File: config.mk
export PLATFORM = sky130hd
export DESIGN_NAME = cpu_send_ctrl
export DESIGN_NICKNAME = d
export VERILOG_FILES = /design/src/rtl/cpu_send_ctrl.sv
export SDC_FILE = /design/constraint.sdc
export NUM_CORES = 1
export LEC_CHECK = 0
export CORE_MARGIN = 8
export CORE_UTILIZATION = 53
export DETAILED_ROUTE_END_ITERATION = 8
export GPL_TIMING_DRIVEN = 0
export PLACE_DENSITY = 0.78
export SYNTH_ARGS = -nofsm -noshare
export SYNTH_HDL_FRONTEND = slang
export SYNTH_SLANG_ARGS = --single-unit
File: constraint.sdc
create_clock -name clk_cpu -period 3 [get_ports clk_cpu]
set_input_delay 0.6 -clock clk_cpu [delete_from_list [all_inputs] [get_ports clk_cpu]]
set_output_delay 0.6 -clock clk_cpu [all_outputs]
set_load 0.02 [all_outputs]
File: src/rtl/cpu_send_ctrl.sv
// Pseudo-random word sender: each LFSR word is held on outDATA_cpu while outSEND_cpu is high, until acked.
// No ack within TIMEOUT cycles gives a 1-cycle retry; after MAX_RETRY retries it locks in ERROR until reset.
module cpu_send_ctrl #(
   parameter int unsigned DATA_W    = 32,
   parameter logic [31:0] SEED      = 32'h0000_0001,
   parameter int unsigned GAP       = 1,
   parameter int unsigned TIMEOUT   = 15,
   parameter int unsigned MAX_RETRY = 3
) (
   input  logic              clk_cpu,
   input  logic              rst_cpu,
   input  logic              en_cpu,
   input  logic              inACK_cpu,
   output logic              outSEND_cpu,
   output logic [DATA_W-1:0] outDATA_cpu,
   output logic [15:0]       outCOUNT_cpu,
   output logic              outERR_cpu
);

   typedef enum logic [2:0] {
      ST_IDLE,
      ST_SEND,
      ST_GAP,
      ST_RETRY,
      ST_ERROR
   } state_t;

   // An all-zero LFSR would lock up, so a zero seed is promoted to 1.
   localparam logic [31:0] SEED_EFF  = (SEED == 32'd0) ? 32'd1 : SEED;
   localparam logic [7:0]  TO_LAST   = 8'(TIMEOUT - 1);
   localparam logic [7:0]  GAP_LAST  = (GAP > 0) ? 8'(GAP - 1) : 8'd0;
   localparam logic [3:0]  RETRY_MAX = 4'(MAX_RETRY);

   state_t      state_q, state_d;
   logic [31:0] lfsr_q, lfsr_d;
   logic [15:0] count_q, count_d;
   logic        err_q, err_d;
   logic [3:0]  retry_q, retry_d;
   logic [7:0]  timer_q, timer_d;
   logic [7:0]  gap_q, gap_d;
   logic [31:0] lfsr_next;

   assign lfsr_next = {lfsr_q[30:0], lfsr_q[31] ^ lfsr_q[21] ^ lfsr_q[1] ^ lfsr_q[0]};

   always_ff @(posedge clk_cpu or posedge rst_cpu) begin
      if (rst_cpu) begin
         state_q <= ST_IDLE;
         lfsr_q  <= SEED_EFF;
         count_q <= 16'd0;
         err_q   <= 1'b0;
         retry_q <= 4'd0;
         timer_q <= 8'd0;
         gap_q   <= 8'd0;
      end else begin
         state_q <= state_d;
         lfsr_q  <= lfsr_d;
         count_q <= count_d;
         err_q   <= err_d;
         retry_q <= retry_d;
         timer_q <= timer_d;
         gap_q   <= gap_d;
      end
   end

   always_comb begin
      state_d = state_q;
      lfsr_d  = lfsr_q;
      count_d = count_q;
      err_d   = err_q;
      retry_d = retry_q;
      timer_d = timer_q;
      gap_d   = gap_q;
      case (state_q)
         ST_IDLE: begin
            if (en_cpu) begin
               state_d = ST_SEND;
               timer_d = 8'd0;
            end
         end
         ST_SEND: begin
            // Ack takes priority over a timeout expiring in the same cycle.
            if (inACK_cpu) begin
               lfsr_d  = lfsr_next;
               count_d = count_q + 16'd1;
               retry_d = 4'd0;
               timer_d = 8'd0;
               gap_d   = 8'd0;
               if (GAP > 0)     state_d = ST_GAP;
               else if (en_cpu) state_d = ST_SEND;
               else             state_d = ST_IDLE;
            end else if (timer_q == TO_LAST) begin
               if (retry_q == RETRY_MAX) begin
                  state_d = ST_ERROR;
                  err_d   = 1'b1;
               end else begin
                  state_d = ST_RETRY;
                  retry_d = retry_q + 4'd1;
               end
            end else begin
               timer_d = timer_q + 8'd1;
            end
         end
         ST_GAP: begin
            if (gap_q == GAP_LAST) begin
               state_d = en_cpu ? ST_SEND : ST_IDLE;
               timer_d = 8'd0;
            end else begin
               gap_d = gap_q + 8'd1;
            end
         end
         ST_RETRY: begin
            state_d = ST_SEND;
            timer_d = 8'd0;
         end
         ST_ERROR: begin
            err_d = 1'b1;
         end
         default: begin
            state_d = ST_IDLE;
         end
      endcase
   end

   // Decoded straight from the state register so an async reset drops it immediately.
   assign outSEND_cpu  = (state_q == ST_SEND);
   assign outDATA_cpu  = lfsr_q[DATA_W-1:0];
   assign outCOUNT_cpu = count_q;
   assign outERR_cpu   = err_q;

endmodule
Yosys cells after proc, flatten, opt, wreduce, memory -nomap -nowiden
Cells that the tools add are included.

Add/sub/neg operators: 4. Multiply operators: 0. Divide/modulo/power cells: 0. Order comparisons: 0. Equal/unequal tests: 16. Shift-type cells: 0. Mux-type cells: 22. Bitwise logic cells: 4. Reduce and logical (&&, ||, !) cells: 12.

Operators by type and width (count): 8-bit two-way mux (6); 8-bit one-hot mux with 4 select lines (1); 16-bit by 1-bit adder with 16-bit output (second input constant) (1); 8-bit by 1-bit adder with 8-bit output (second input constant) (2); 8-bit one-hot mux with 2 select lines (1); 3-bit two-way mux (5); 3-bit one-hot mux with 5 select lines (1); 4-bit two-way mux (3); 2-bit != test (second input constant) (6); 4-bit AND reduction (3); 8-bit by 4-bit equality test with 1-bit output (second input constant) (1); 8-bit zero test (1); 3-bit by 2-bit equality test with 1-bit output (second input constant) (2); 3-bit AND reduction (2); 2-bit nonzero test (3); 4-bit by 1-bit adder with 4-bit output (second input constant) (1); 4-bit by 2-bit equality test with 1-bit output (second input constant) (1); 1-bit two-way mux (4); 2-bit by 1-bit != test with 1-bit output (second input constant) (2); 4-bit nonzero test (1); 3-bit by 1-bit equality test with 1-bit output (second input constant) (1); 3-bit equality test (second input constant) (1); 3-bit zero test (1); 3-bit by 2-bit != test with 1-bit output (second input constant) (1); other kinds (5) (7).

Bits in registers: 72. Latch bits: 0. Bits in writable memories: 0. Memory bits (read-only): 0. Bits of input ports: 4. Output and inout bits: 50. Logic and storage cells: 65. Memories: 0.

Logic depth before layout (Yosys ltp)
Depth after elaboration: 5. Mapped depth: 9. Depth with buffers taken out: 6.

Worst setup path before layout
Ideal clock, no wire load.

Kind: register to register. Start: register gap_q[0]. End: register timer_q[2]. Library setup time: 124 ps. Arrival: 1492 ps. Required time: 2876 ps. Setup slack: 1384 ps. Stages on the path, launching flop included: 7. Path buffers: 0. Period minus slack after synthesis: 1616 ps. Path through: dfrtp_1 -> inv_1 -> ha_1 -> nor4b_2 -> nand2_1 -> a211o_1 -> a211o_1.

Cells in the longest elaborated chain, start to end: 3.

Ends and longest elaborated chain: from (decl) (line 40) `logic [7:0] gap_q, gap_d;`; from (signal assigned) (line 61) `gap_q <= gap_d;`; 8-bit zero test (line 104) `if (gap_q == GAP_LAST) begin`; 2-bit != test (no source line); 4-bit AND reduction (no source line); to (signal assigned) (line 60) `timer_q <= timer_d;`; to (decl) (line 39) `logic [7:0] timer_q, timer_d;`.

Every way passes these cells. A chain may end at the register's enable or synchronous reset.

Worst setup path in the final report
Start: register state_q[1]. End: output outSEND_cpu.

Cells in the longest elaborated chain, start to end: 1.

Ends and longest elaborated chain: from (decl) (line 34) `state_t state_q, state_d;`; from (signal assigned) (line 55) `state_q <= state_d;`; 3-bit by 1-bit equality test with 1-bit output (line 125) `assign outSEND_cpu = (state_q == ST_SEND);`; to (decl) (line 14) `output logic outSEND_cpu,`.

Every way passes these cells.

==> impl_metrics.py <==
metrics = {
    "critical_path": {
        "startpoint_type": "flop",
        "crit_arrival_ps": 1790,
        "cp_cell_sequence": "buf_2, nor2_1, nand2_1, inv_2, clkdlybuf4s50_1",
        "path_delay_family": "buffers and inverters",
        "path_max_fanout": 10,
        "cp_num_buf_inv": 3,
        "slowest_delay_ps": 610,
        "critPathKind": "reg -> out",
        "cpMaxStageDelayCell": "clkdlybuf4s50_1",
        "critical_path.endpoint_type": "output port",
        "required_ps": 2400,
    },
    "pwr": {
        "p_leak_nw": 2.15,
        "power_mw": 2.59,
        "power_density_mw_per_mm2": 582,
        "ir_worst_vdd_uv": 301,
    },
    "timing": {
        "fmax_mhz": 419,
        "timing.final.hold_violations": 0,
        "period_share": 0.796,
        "maxSlewViolCount": 0,
        "min_period_ps": 2390,
        "fin_hold_ws_ps": 478,
        "rsz0062_at_grt": "false",
        "clock_skew_ps": 8.31,
        "tightest_slew_ps": 875,
        "tns_ps": 0,
        "setup_viol": 0,
        "relSlewSlack": 0.416,
    },
    "floorplanning": {
        "chipHeight_um": 98.1,
        "num_rows": 30,
        "core_area_mm2": 0.00664,
        "die_area_mm2": 0.00963,
        "start_util": 0.538,
        "io_pins": 54,
        "die_width_um": 98.1,
    },
    "placed_design": {
        "placed_cells": 509,
        "io_buffers": 53,
        "place_congestion": 0.814,
        "hpwl_um": 5340,
    },
    "synth": {
        "yosys_warnings": 0,
        "yosys_register_bits": 72,
        "syn_area_mm2": 0.00357,
        "yosysUniqueCellTypes": 47,
        "synth.area.top_cells": "dfrtp_1 (50%), nand2_1 (12%), buf_4 (6.7%), xnor2_1 (4.7%), ha_1 (2.1%)",
        "ys.flop_type": "dfrtp_1",
        "postSynthCellCount": 376,
        "synth_largest_area_cell": "dfrtp_1",
        "synthTopCellsByCount": "nand2_1 (113), dfrtp_1 (71), buf_4 (32), xnor2_1 (19), nor2_1 (13)",
        "synth.top_cell.area_share": 0.497,
        "synth.most_common_cell": "nand2_1",
        "synth_nets": 386,
        "ys_async_sr_fraction": 1.00,
        "synth_enable_flop_cells": 0,
        "syn-mean-instance-area_um2": 9.50,
        "ys_seq_area_frac": 0.505,
    },
    "final_layout": {
        "final_cells": 525,
        "diodes": 0,
        "drive_gt1_frac": 0.155,
        "area_delta_synth_final_pct": 24.4,
        "nets": 450,
        "fill_cells": 516,
    },
    "global_route": {
        "grt_pass1_wl_um": 12800,
        "antenna_found_initial": 0,
        "track_usage": 0.163,
        "grt_max_degree": 73,
        "grt-ovfl-total": 0,
        "grt_pass1_vias": 2786,
    },
    "clock_tree": {
        "clock-sinks": 72,
        "clk-insertion-delay-late_ps": 340,
        "ctsRootBufferMaster": "clkbuf_8",
        "clk_pin_slew_ps": 70,
        "htree_levels": 3,
        "postCtsHoldBufs": 0,
        "cts_tree": "yes",
        "clock_path_buffers": 2,
        "ctsResizeCount": 0,
        "post_cts_buffers": 0,
        "cts_buffers": 9,
    },
    "routing": {
        "antenna_left": 0,
        "dr_wl_met3_um": 370,
        "drt_first_pass_iters": 4,
        "drc": 0,
        "wl_um": 7500,
        "met1Wirelength_um": 3300,
        "routed.top_layer": "met4",
        "vias": 2760,
        "first_iter_violations": 118,
        "wl_met2_um": 3740,
        "viasPerCell": 5.26,
        "wl_per_cell_um": 14.3,
    },
    "hold_path": {
        "hold_class": "reg -> reg",
    },
    "job": {
        "drv_cap": 0,
    },
    "run_status": {
        "status": "complete, no violations",
    },
}
[cell type report]
cell class	instances	area [um2]	share of cell area
Tap cell	80	100	0.0225
Sequential cell	72	1800	0.405
Inverter	11	43.8	0.00985
Timing Repair Buffer	53	531	0.119
Clock inverter	4	75.1	0.0169
Clock buffer	12	165	0.0371
Buffer	44	294	0.0661
Multi-Input combinational cell	249	1440	0.323
[where the power goes]
part	internal [mW]	switching, mW
combinational	0.219	0.363
sequential	1.03	0.0808
clock	0.537	0.359
total	1.79	0.803
[worst register-to-register path, cell delays in order, from the launching register on]
cell and delay, ps:
dfrtp_1 430, inv_1 80, ha_1 150, nor4b_2 230
nand2_1 150, a211o_1 360, a211o_1 310
[cells in the final DEF, fill, tap and decap left out, drive strengths merged, types with 10 or more instances in the layout]
cell	netlist	routed
nand2	113	113
dfrtp	71	71
clkdlybuf4s50	0	53
buf	39	39
xnor2	19	19
clkbuf	5	17
nor2	14	14
nand3	12	12
nand4	11	11
inv	11	11
o21ai	10	10
[flip-flops by register name, summed over array words and instances (netlist names)]
name          cells
retry_q           4
gap_q             8
timer_q           8
outDATA_cpu      32
state_q           3
outERR_cpu        1
outCOUNT_cpu     16
[worst paths after layout]
check / depth (start not counted) / end / start / slack (ps)
min reg2reg: 1 / outCOUNT_cpu[15]$_DFFE_PP0P_ / outCOUNT_cpu[15]$_DFFE_PP0P_ / 480
max reg2reg: 6 / timer_q[2]$_DFFE_PP0P_ / gap_q[0]$_DFFE_PP0P_ / 1190
min in group asynchronous: 2 / outCOUNT_cpu[7]$_DFFE_PP0P_ / rst_cpu / 770
max in group asynchronous: 2 / retry_q[3]$_DFFE_PP0P_ / rst_cpu / 1630
min: 1 / outCOUNT_cpu[15]$_DFFE_PP0P_ / outCOUNT_cpu[15]$_DFFE_PP0P_ / 480
max: 5 / outSEND_cpu / state_q[1]$_DFFE_PP0P_ / 610
[kinds of logic after synthesis]
| family | after synthesis | synth area share |
|---|---|---|
| flip-flops | 72 | 0.505 |
| AO/OA/AOI/OAI | 38 | 0.0728 |
| XOR/XNOR | 23 | 0.0564 |
| AND/OR/NAND/NOR | 181 | 0.248 |
| buffers and inverters | 55 | 0.0938 |
| adder cells (fa/ha/maj) | 6 | 0.0210 |
| multiplexers | 1 | 0.00315 |
[layer usage]
layer	global-route usage	up-vias
met5	0	-
met4	0.0659	0
met3	0.0434	10
met2	0.279	54
met1	0.189	1344
li1	-	1352
[per-stage QoR]
stage                     utilization  worst slack (ps)  cell area (um2)
after CTS                       0.669               608             4450
after floorplan                     -               577             3570
after global routing            0.669               513             4450
final                           0.669               613             4450
after detailed placement        0.633               602             4210
after global placement          0.633              -581             4200
Note: power is estimated with default switching activity, not from simulation.
